===== src/rtl/bc_pkg.sv =====
// Shared types for the basic-computer datapath: control word, bus and ALU
// selector encodings, memory access FSM states and default widths.
package bc_pkg;

    localparam int DATA_W_DEF = 16;
    localparam int ADDR_W_DEF = 12;

    typedef enum logic [2:0] {
        BUS_AR  = 3'd0,
        BUS_PC  = 3'd1,
        BUS_DR  = 3'd2,
        BUS_AC  = 3'd3,
        BUS_IR  = 3'd4,
        BUS_TR  = 3'd5,
        BUS_MBR = 3'd6,
        BUS_WRD = 3'd7
    } bus_sel_e;

    typedef enum logic [2:0] {
        ALU_AND = 3'd0,
        ALU_ADD = 3'd1,
        ALU_DR  = 3'd2,
        ALU_COM = 3'd3,
        ALU_SHR = 3'd4,
        ALU_SHL = 3'd5,
        ALU_INP = 3'd6,
        ALU_AC  = 3'd7
    } alu_op_e;

    typedef enum logic {
        MEM_IDLE   = 1'b0,
        MEM_ACCESS = 1'b1
    } mem_state_e;

    typedef struct packed {
        logic ld_ar;
        logic inr_ar;
        logic clr_ar;
        logic ld_pc;
        logic inr_pc;
        logic clr_pc;
        logic ld_dr;
        logic inr_dr;
        logic clr_dr;
        logic ld_ac;
        logic inr_ac;
        logic clr_ac;
        logic ld_tr;
        logic inr_tr;
        logic clr_tr;
        logic ld_ir;
        logic ld_e;
        logic cmp_e;
        logic clr_e;
        logic mem_rd;
        logic mem_wr;
    } ctrl_t;

endpackage


===== src/rtl/bc_reg.sv =====
// Generic datapath register with clear > load > increment priority and
// asynchronous active-low reset. Increment wraps modulo 2^WIDTH.
module bc_reg #(
    parameter int WIDTH = 16
) (
    input  logic             clk,
    input  logic             rst_n,
    input  logic             clr,
    input  logic             ld,
    input  logic             inr,
    input  logic [WIDTH-1:0] d,
    output logic [WIDTH-1:0] q
);

    logic [WIDTH-1:0] val_q;
    logic [WIDTH-1:0] val_d;

    // Next value from the clr/ld/inr priority chain.
    always_comb begin
        val_d = val_q;
        if (clr)
            val_d = '0;
        else if (ld)
            val_d = d;
        else if (inr)
            val_d = val_q + WIDTH'(1);
    end

    // State register.
    always_ff @(posedge clk or negedge rst_n) begin
        if (!rst_n)
            val_q <= '0;
        else
            val_q <= val_d;
    end

    assign q = val_q;

endmodule


===== src/rtl/bc_datapath_gen.sv =====
// Basic-computer datapath: AR, PC, DR, AC, IR, TR, E, common bus, ALU and a
// request/acknowledge memory port. Register transfers stall while a memory
// access is outstanding.
module bc_datapath_gen
    import bc_pkg::*;
#(
    parameter int DATA_W = DATA_W_DEF,
    parameter int ADDR_W = ADDR_W_DEF
) (
    input  logic              clk,
    input  logic              rst_n,
    input  logic [2:0]        bus_sel,
    input  ctrl_t             ctrl,
    input  logic [2:0]        alu_op,
    input  logic [DATA_W-1:0] wrd,
    output logic              mem_req,
    output logic              mem_we,
    output logic [ADDR_W-1:0] mem_addr,
    output logic [DATA_W-1:0] mem_wdata,
    input  logic [DATA_W-1:0] mem_rdata,
    input  logic              mem_ack,
    output logic              busy,
    output logic              err,
    output logic [ADDR_W-1:0] pc_out,
    output logic [ADDR_W-1:0] ar_out,
    output logic [DATA_W-1:0] ir_out,
    output logic [DATA_W-1:0] ac_out,
    output logic [DATA_W-1:0] dr_out,
    output logic [DATA_W-1:0] tr_out,
    output logic              e_out,
    output logic              ac_zero,
    output logic              ac_neg
);

    mem_state_e        state_q;
    ctrl_t             ctrl_eff;
    logic [DATA_W-1:0] bus;
    logic [DATA_W-1:0] alu_res;
    logic              alu_e;
    logic              e_q;
    logic              e_d;
    logic [DATA_W-1:0] mbr_q;
    logic              err_q;
    logic              mem_req_q;
    logic              mem_we_q;
    logic [ADDR_W-1:0] mem_addr_q;
    logic [DATA_W-1:0] mem_wdata_q;

    logic [ADDR_W-1:0] ar_q;
    logic [ADDR_W-1:0] pc_q;
    logic [DATA_W-1:0] dr_q;
    logic [DATA_W-1:0] ac_q;
    logic [DATA_W-1:0] ir_q;
    logic [DATA_W-1:0] tr_q;

    // The sequencer's control word is squashed to all-zero while an access is pending.
    always_comb begin
        ctrl_eff = ctrl;
        if (state_q == MEM_ACCESS)
            ctrl_eff = '0;
    end

    // Common bus source select; address registers are zero-extended.
    always_comb begin
        bus = '0;
        case (bus_sel_e'(bus_sel))
            BUS_AR:  bus = DATA_W'(ar_q);
            BUS_PC:  bus = DATA_W'(pc_q);
            BUS_DR:  bus = dr_q;
            BUS_AC:  bus = ac_q;
            BUS_IR:  bus = ir_q;
            BUS_TR:  bus = tr_q;
            BUS_MBR: bus = mbr_q;
            BUS_WRD: bus = wrd;
            default: bus = '0;
        endcase
    end

    // ALU result and its E output; shifts rotate through E, ADD produces the carry.
    always_comb begin
        alu_res = ac_q;
        alu_e   = e_q;
        case (alu_op_e'(alu_op))
            ALU_AND: alu_res = ac_q & dr_q;
            ALU_ADD: {alu_e, alu_res} = {1'b0, ac_q} + {1'b0, dr_q};
            ALU_DR:  alu_res = dr_q;
            ALU_COM: alu_res = ~ac_q;
            ALU_SHR: begin
                alu_res = {e_q, ac_q[DATA_W-1:1]};
                alu_e   = ac_q[0];
            end
            ALU_SHL: begin
                alu_res = {ac_q[DATA_W-2:0], e_q};
                alu_e   = ac_q[DATA_W-1];
            end
            ALU_INP: alu_res = DATA_W'(bus[7:0]);
            ALU_AC:  alu_res = ac_q;
            default: alu_res = ac_q;
        endcase
    end

    bc_reg #(.WIDTH(ADDR_W)) u_ar (
        .clk(clk), .rst_n(rst_n),
        .clr(ctrl_eff.clr_ar), .ld(ctrl_eff.ld_ar), .inr(ctrl_eff.inr_ar),
        .d(bus[ADDR_W-1:0]), .q(ar_q)
    );

    bc_reg #(.WIDTH(ADDR_W)) u_pc (
        .clk(clk), .rst_n(rst_n),
        .clr(ctrl_eff.clr_pc), .ld(ctrl_eff.ld_pc), .inr(ctrl_eff.inr_pc),
        .d(bus[ADDR_W-1:0]), .q(pc_q)
    );

    bc_reg #(.WIDTH(DATA_W)) u_dr (
        .clk(clk), .rst_n(rst_n),
        .clr(ctrl_eff.clr_dr), .ld(ctrl_eff.ld_dr), .inr(ctrl_eff.inr_dr),
        .d(bus), .q(dr_q)
    );

    bc_reg #(.WIDTH(DATA_W)) u_ac (
        .clk(clk), .rst_n(rst_n),
        .clr(ctrl_eff.clr_ac), .ld(ctrl_eff.ld_ac), .inr(ctrl_eff.inr_ac),
        .d(alu_res), .q(ac_q)
    );

    bc_reg #(.WIDTH(DATA_W)) u_ir (
        .clk(clk), .rst_n(rst_n),
        .clr(1'b0), .ld(ctrl_eff.ld_ir), .inr(1'b0),
        .d(bus), .q(ir_q)
    );

    bc_reg #(.WIDTH(DATA_W)) u_tr (
        .clk(clk), .rst_n(rst_n),
        .clr(ctrl_eff.clr_tr), .ld(ctrl_eff.ld_tr), .inr(ctrl_eff.inr_tr),
        .d(bus), .q(tr_q)
    );

    // E flag next value: clear > load from ALU > complement.
    always_comb begin
        e_d = e_q;
        if (ctrl_eff.clr_e)
            e_d = 1'b0;
        else if (ctrl_eff.ld_e)
            e_d = alu_e;
        else if (ctrl_eff.cmp_e)
            e_d = ~e_q;
    end

    // E flag register.
    always_ff @(posedge clk or negedge rst_n) begin
        if (!rst_n)
            e_q <= 1'b0;
        else
            e_q <= e_d;
    end

    // Memory access FSM; address, direction and write data are frozen on entry to ACCESS.
    always_ff @(posedge clk or negedge rst_n) begin
        if (!rst_n) begin
            state_q     <= MEM_IDLE;
            mem_req_q   <= 1'b0;
            mem_we_q    <= 1'b0;
            mem_addr_q  <= '0;
            mem_wdata_q <= '0;
            mbr_q       <= '0;
            err_q       <= 1'b0;
        end else begin
            // Simultaneous read and write resolves to a write and is flagged.
            if (ctrl_eff.mem_rd && ctrl_eff.mem_wr)
                err_q <= 1'b1;
            case (state_q)
                MEM_IDLE: begin
                    if (ctrl_eff.mem_rd || ctrl_eff.mem_wr) begin
                        state_q    <= MEM_ACCESS;
                        mem_req_q  <= 1'b1;
                        mem_addr_q <= ar_q;
                        mem_we_q   <= ctrl_eff.mem_wr;
                        if (ctrl_eff.mem_wr)
                            mem_wdata_q <= bus;
                    end
                end
                MEM_ACCESS: begin
                    if (mem_ack) begin
                        state_q   <= MEM_IDLE;
                        mem_req_q <= 1'b0;
                        if (!mem_we_q)
                            mbr_q <= mem_rdata;
                    end
                end
                default: begin
                    state_q   <= MEM_IDLE;
                    mem_req_q <= 1'b0;
                end
            endcase
        end
    end

    assign busy      = (state_q == MEM_ACCESS);
    assign mem_req   = mem_req_q;
    assign mem_we    = mem_we_q;
    assign mem_addr  = mem_addr_q;
    assign mem_wdata = mem_wdata_q;
    assign err       = err_q;
    assign pc_out    = pc_q;
    assign ar_out    = ar_q;
    assign ir_out    = ir_q;
    assign ac_out    = ac_q;
    assign dr_out    = dr_q;
    assign tr_out    = tr_q;
    assign e_out     = e_q;
    assign ac_zero   = (ac_q == '0);
    assign ac_neg    = ac_q[DATA_W-1];

endmodule


===== config.mk =====
export PLATFORM = sky130hd
export DESIGN_NAME = bc_datapath_gen
export DESIGN_NICKNAME = d
export VERILOG_FILES = /design/src/rtl/bc_pkg.sv /design/src/rtl/bc_reg.sv /design/src/rtl/bc_datapath_gen.sv
export SDC_FILE = /design/constraint.sdc
export NUM_CORES = 1
export LEC_CHECK = 0
export CELL_PAD_IN_SITES_DETAIL_PLACEMENT = 0
export CELL_PAD_IN_SITES_GLOBAL_PLACEMENT = 2
export CORE_AREA = 4 4 169 187
export CTS_CLUSTER_SIZE = 16
export DETAILED_ROUTE_END_ITERATION = 6
export DIE_AREA = 0 0 173 191
export HOLD_SLACK_MARGIN = 0.03
export PLACE_DENSITY_LB_ADDON = 0.1
export SYNTH_ARGS = -nofsm -noshare
export SYNTH_HDL_FRONTEND = slang
export SYNTH_HIERARCHICAL = 1
export SYNTH_SLANG_ARGS = --single-unit

===== constraint.sdc =====
create_clock -name clk -period 5.64 [get_ports clk]
set_input_delay 0.846 -clock clk [delete_from_list [all_inputs] [get_ports clk]]
set_output_delay 0.846 -clock clk [all_outputs]
set_load 0.01 [all_outputs]

==> results of run 1 <==
==> worst reg2reg max path, stage by stage, from the launching register on <==
cell	delay (ns)
dfrtp_1	0.73
ha_1	0.36
inv_1	0.08
fa_1	0.42
nand2b_1	0.20
a21oi_1	0.43
o21ai_0	0.28
a21boi_0	0.28
o221ai_1	0.26
nor2_1	0.14
a2111oi_0	0.07
==> metal layers <==
| metal | share of wire | track usage | up-vias |
|---|---|---|---|
| met1 | 0.43 | 0.331 | 5012 |
| li1 | - | - | 4615 |
| met2 | 0.49 | 0.434 | 360 |
| met4 | 0.026 | 0.0780 | 0 |
| met3 | 0.051 | 0.0348 | 47 |
| met5 | 0 | 0 | - |
==> area by class of cell <==
cell class                 instances  area (sq um)
fill                            2966         16600
multi-input combinational        896          6260
sequential                       137          3430
timing repair buffer             203          1980
tap                              374           468
clock buffer                      20           457
inverter                          48           200
clock inverter                    12           163
==> logic make-up after synthesis <==
logic type	Yosys count
buf+inv	119
compound gates	303
other cells	1
flops	137
simple gates	420
fa+ha+maj	23
mux	78
xor+xnor	64
==> metrics by stage <==
| step | utilization | hold WS [ns] | std cells |
|---|---|---|---|
| 4_1_cts | 0.438 | 0.489 | 1690 |
| 2_1_floorplan | - | 0.471 | 1152 |
| 3_3_place_gp | 0.417 | 0.470 | 1658 |
| 3_5_place_dp | 0.417 | 0.463 | 1658 |
| 5_1_grt | 0.438 | 0.518 | 1690 |
| 6_report | 0.438 | 0.450 | 1690 |
==> layout by cell type (no fill, tap or decap), types with 20 or more instances in the layout <==
cell / Yosys / routed
nor2_1: 119 / 119
a21oi_1: 52 / 52
xnor2_1: 35 / 35
a211oi_1: 42 / 42
mux2i_1: 29 / 29
nand2_1: 99 / 99
inv_1: 38 / 38
mux2_2: 41 / 41
o21ai_0: 38 / 37
nor2b_1: 27 / 27
clkdlybuf4s50_1: 0 / 181
nand3_1: 29 / 29
nand4_1: 24 / 24
nor4_1: 20 / 20
dfrtp_1: 137 / 137
ha_1: 22 / 22
xor2_1: 29 / 29
a311oi_1: 21 / 21
==> registers in the layout (all words and copies together) (netlist names), 12 cells and up <==
register,flops
mbr_q,16
mem_addr,12
mem_wdata,16
u_ac/q,16
u_ar/q,12
u_dr/q,16
u_ir/q,16
u_pc/q,12
u_tr/q,16
==> power groups by stage <==
| stage | Sequential (uW) | Clock [uW] | Combinational (uW) |
|---|---|---|---|
| floorplan | 1920 | 0 | 1440 |
| global placement | 2130 | 0 | 2710 |
| detailed placement | 2120 | 0 | 2720 |
| CTS | 2110 | 1230 | 2730 |
| global route | 2160 | 1270 | 2950 |
| finish | 2100 | 1200 | 2720 |
==> worst paths after layout <==
kind                            endpoint  cells past startpoint  slack (ns)           from
min in group clk           mem_wdata[15]                      2        0.48  mem_wdata[15]
min reg2reg                mem_wdata[15]                      2        0.48  mem_wdata[15]
max reg2reg                   u_ac/q[12]                     10        2.24      u_ac/q[0]
min                           u_ac/q[15]                      1        0.45          rst_n
max in group asynchronous     u_ir/q[11]                      2        3.91          rst_n
max                            u_pc/q[9]                      7        2.01     bus_sel[2]
==> metrics, run 1 <==
simple-gate share of the synthesized area 0.214; endpoints failing setup 0; delay-heaviest family, CP compound AO/OA/AOI/OAI gates; top post-synthesis cells by area dfrtp_1, mux2_2, nor2_1; slowest CP cell clkdlybuf4s50_1; initial antenna violation count 0; switching share of power 0.438; hold crit path type in -> async; number of CTS-inserted buffers 17; Hold-fix buffers, CTS 0; row cnt 66; Internal 3390 uW; post-DP HPWL around 31000 um; share of layout cells above drive strength 1 0.106; CTS clk-pin slew, worst paths around 0.070 ns; Seq cells post-synth approximately 140; Leak Pwr 0.00502 uW; CP max stage delay 1.16 ns; Synth Area in Compound Gates 0.217; post-synthesis area per instance 8.97 sq um; commonest cells in the netlist dfrtp_1, nor2_1, nand2_1; YS warnings 6; Die Area 0.0330 sq mm; Slew headroom 0.295; first-pass GRT wire length 63900 um; H-tree depth 4; Vias between 10000 and 15000; DR DRC count 0; Port Buffers 184; sequential share of power 0.349; # IOs 185; mux share of post-synthesis cell area 0.0911; P&R area growth vs syn 26.1%; Yosys cell types 83; WS Path Type in -> reg; async set-reset flop share out of synthesis 1.00; Clock Root Buffer clkbuf_16; via-per-instance ratio 5.94; Max Cap Violations 0; status completed; VDD IR-drop max about 0.17 mV; Post-DRT Antenna Nets 0; Post-synth EDFFs 0; total track usage 0.252; setup TNS 0 ns; Resized cells post-CTS 0; Main synth FF type dfrtp_1; core box area 0.0296 sq mm; total gr overflow 0; CP max FO 26; pwr/cell area 465 mW/mm^2; post-synth top area share 0.334; Comb pwr share 0.451; Synth Area in Adders 0.0287; unrepaired setup endpoints after global routing false; Final nets 1388; Synth area leader dfrtp_1; clk_skew 0.0112 ns; Initial Util 0.347; iteration-0 DRC count of the detailed router around 740; Cell Area, Placed about 0.012 sq mm; Critical Path RT approximately 6 ns; final worst slack between 2 and 2.5 ns; clk_lat worst skew 0.43 ns; Slew Limit Fails 0; critical-path cell list clkdlybuf4s50_1 > nand2b_1 > o221ai_1 > a21oi_1 > nor2b_1 > a2111oi_0 > and3_1; drt wl/cell around 25 um; CTS tree built; Post-CTS Repair Setup Buffers 0; cells after synthesis around 1100; critical path launch point type primary input; clock power share 0.200; largest net degree at the start of global routing 90; crit path DAT 3.99 ns; largest family of logic cells by synthesized area compound AO/OA/AOI/OAI gates; post-place setup slack 1.60 ns; drt first pass iters 5; switching power 2640 uW; Die X 173 um; Final Hold Viols 0; post-synthesis sequential area ratio 0.334; Clock Sink Count roughly 140; WP buf/inv 1; Die H 191 um; vias in the first global route about 10000; Ant. Diodes 0; Bufs on Longest Clock Path 2; Critical Path End Type flip-flop; Worst-Margin Slew 1.05 ns; area of the mapped netlist 0.0103 sq mm; Post-Synth XOR/XNOR Area 0.0546; count leader, synth dfrtp_1; design area approximately 0.013 sq mm; Tmin final roughly 3.6 ns; Routability Congestion ~0.87; Power Total 6030 uW; Fmax 0.276 GHz; total routed wirelength ~43000 um; Final Cycle Share 0.643
No activity file was read; power rests on OpenSTA's default activity.
==> run 2, diff against run 1 <==
--- a/config.mk
+++ b/config.mk
@@ -7,10 +7,10 @@
 export LEC_CHECK = 0
 export CELL_PAD_IN_SITES_DETAIL_PLACEMENT = 0
 export CELL_PAD_IN_SITES_GLOBAL_PLACEMENT = 2
-export CORE_AREA = 4 4 169 187
+export CORE_AREA = 4 4 185 205
 export CTS_CLUSTER_SIZE = 16
 export DETAILED_ROUTE_END_ITERATION = 6
-export DIE_AREA = 0 0 173 191
+export DIE_AREA = 0 0 189 209
 export HOLD_SLACK_MARGIN = 0.03
 export PLACE_DENSITY_LB_ADDON = 0.1
 export SYNTH_ARGS = -nofsm -noshare
==> constraint.sdc (replaced) <==
create_clock -name clk -period 3.1 [get_ports clk]
set_input_delay 0.465 -clock clk [delete_from_list [all_inputs] [get_ports clk]]
set_output_delay 0.465 -clock clk [all_outputs]
set_load 0.01 [all_outputs]
==> metrics, run 2 (synthesis results as in run 1) <==
clock power share 0.178; status completed; Met3 Wirelength roughly 2500 um; Slew Limit Fails 0; crit path DAT 3.15 ns; P&R area growth vs syn 32.7%; Post-DRT Antenna Nets 0; core box area 0.0359 sq mm; design area 0.0136 sq mm; vias in the first global route 10400; endpoints failing setup 0; setup TNS 0 ns; first-pass GRT wire length roughly 71000 um; Worst-Margin Slew a little under 0.7 ns; CTS tree built; Die Area roughly 0.04 sq mm; critical path launch point type flip-flop; Final Cycle Share 0.913; post-place setup slack 0.267 ns; # IOs between 150 and 200; Bufs on Longest Clock Path 2; critical-path cell list ha_1 > inv_1 > fa_1 > nand2b_1 > a21oi_1 > buf_4 > o21a_1 > o211ai_1 > o221ai_1 > nor2_1 > a2111oi_0; top routing layer in use met4; reg2reg path depth 11; WP buf/inv 2; clk_lat worst skew about 0.46 ns; drt first pass iters 7; Clock Sink Count about 140; Critical Path RT approximately 3.4 ns; drt wl/cell 25.9 um; clk_skew 0.0199 ns; Final Hold Viols 0; total gr overflow 0; Met2 Wirelength 23800 um; total track usage 0.241; R2R Setup Slk 0.27 ns; hold crit path type in -> async; Port Buffers 184; Internal 6210 uW; delay-heaviest family, CP compound AO/OA/AOI/OAI gates; post-DP HPWL 36700 um; Die H 209 um; H-tree depth 4; iteration-0 DRC count of the detailed router 692; switching power roughly 5200 uW; initial antenna violation count 1; final-layout fill cell count between 3000 and 4000; Initial Util 0.286; Post-CTS Repair Setup Buffers 0; WS Path Type reg -> reg; final worst slack between 0.2 and 0.3 ns; register area 0.00343 sq mm; commonest non-fill, non-tap cell in the layout clkdlybuf4s50_1; most frequent cells in the layout clkdlybuf4s50_1, dfrtp_1, nor2_1, nand2_1, buf_4; number of CTS-inserted buffers 17; slowest CP cell dfrtp_1; share of layout cells above drive strength 1 0.153; CP max FO 5; wl on met1 roughly 20000 um; critical path depth 11; Routability Congestion 0.874; Critical Path End Type flip-flop; Multi-input gate area 0.00625 sq mm; total routed wirelength ~49000 um; Leak Pwr 0.00539 uW; Resized cells post-CTS 0; crit path from u_dr/q[0]; Comb pwr share 0.524; Fmax 0.353 GHz; Tmin final 2.83 ns; pwr/cell area 835 mW/mm^2; VDD IR-drop max about 0.47 mV; Vias 10300; Cell Area, Placed 0.0131 sq mm; Die X 189 um; switching share of power 0.455; Final nets 1462; sequential share of power 0.298; Slew headroom 0.538; row cnt between 70 and 80; CTS clk-pin slew, worst paths 0.06 ns; Reg2Reg Launch Point u_dr/q[0]; largest net degree at the start of global routing 75; Max Cap Violations 0; DR DRC count 0; CP max stage delay around 0.44 ns; unrepaired setup endpoints after global routing false; via-per-instance ratio ~5.5; Hold-fix buffers, CTS 1; Clock Root Buffer clkbuf_16
## run 2: cell count changes in the layout (fill, tap and decap cells not counted), moves of 2 or more
| cell | previous run | this run |
|---|---|---|
| clkbuf_8 | 2 | 0 |
| bufinv_16 | 3 | 0 |
| buf_4 | 19 | 88 |
| inv_8 | 0 | 3 |
| inv_6 | 8 | 10 |
| buf_12 | 0 | 4 |
## run 2: power by group through the flow
| stage | Sequential [uW] | Clock, uW | Combinational (uW) |
|---|---|---|---|
| finish | 3400 | 2030 | 5970 |
| global route | 3480 | 2160 | 6430 |
| CTS | 3410 | 2080 | 6010 |
| detailed placement | 3440 | 0 | 5990 |
| global placement | 3450 | 0 | 6000 |
| floorplan | 3500 | 0 | 2610 |
## run 2: per-layer routing
| metal | GRT usage | vias up |
|---|---|---|
| met5 | 0 | - |
| met4 | 0.127 | 0 |
| met3 | 0.0483 | 101 |
| met2 | 0.410 | 354 |
| met1 | 0.287 | 5102 |
| li1 | - | 4765 |
## run 2: final timing paths
| check | to |
|---|---|
| max | u_ac/q[12] |
| min | u_ac/q[15] |
| max reg2reg | u_ac/q[12] |
| min reg2reg | mem_wdata[11] |
| max in group asynchronous | mem_wdata[15] |
| min in group clk | mem_wdata[11] |
## run 2: cell type report
type,count,area share
clock inverters,15,0.00955
well taps,487,0.0447
flip-flops and latches,137,0.251
repair buffers,277,0.190
clock buffers,17,0.0312
multi-input cells,896,0.459
diodes,1,0.000184
inverters,48,0.0147
## run 2: worst register-to-register path, delay by kind of cell (launching register included)
kind	cells	cell delay [ns]
simple gates	2	0.29
compound gates	5	1.06
flops	1	0.44
buf+inv	2	0.24
fa+ha+maj	2	0.68
## run 2: metrics by stage
stage	hold WS [ns]	std cells	utilization	power, uW
final	0.464	1878	0.380	11400
after detailed placement	0.367	1844	0.364	9420
after CTS	0.454	1877	0.380	11500
after floorplan	0.169	1152	-	6110
after global placement	0.366	1844	0.364	9450
after global routing	0.484	1878	0.380	12100
==> run 3, diff against run 2 <==
--- a/config.mk
+++ b/config.mk
@@ -13,6 +13,7 @@
 export DIE_AREA = 0 0 189 209
 export HOLD_SLACK_MARGIN = 0.03
 export PLACE_DENSITY_LB_ADDON = 0.1
+export SLEW_MARGIN = 20
 export SYNTH_ARGS = -nofsm -noshare
 export SYNTH_HDL_FRONTEND = slang
 export SYNTH_HIERARCHICAL = 1
==> results of run 3 <==
Final layout, timing and power as in run 2 (identical DEF).
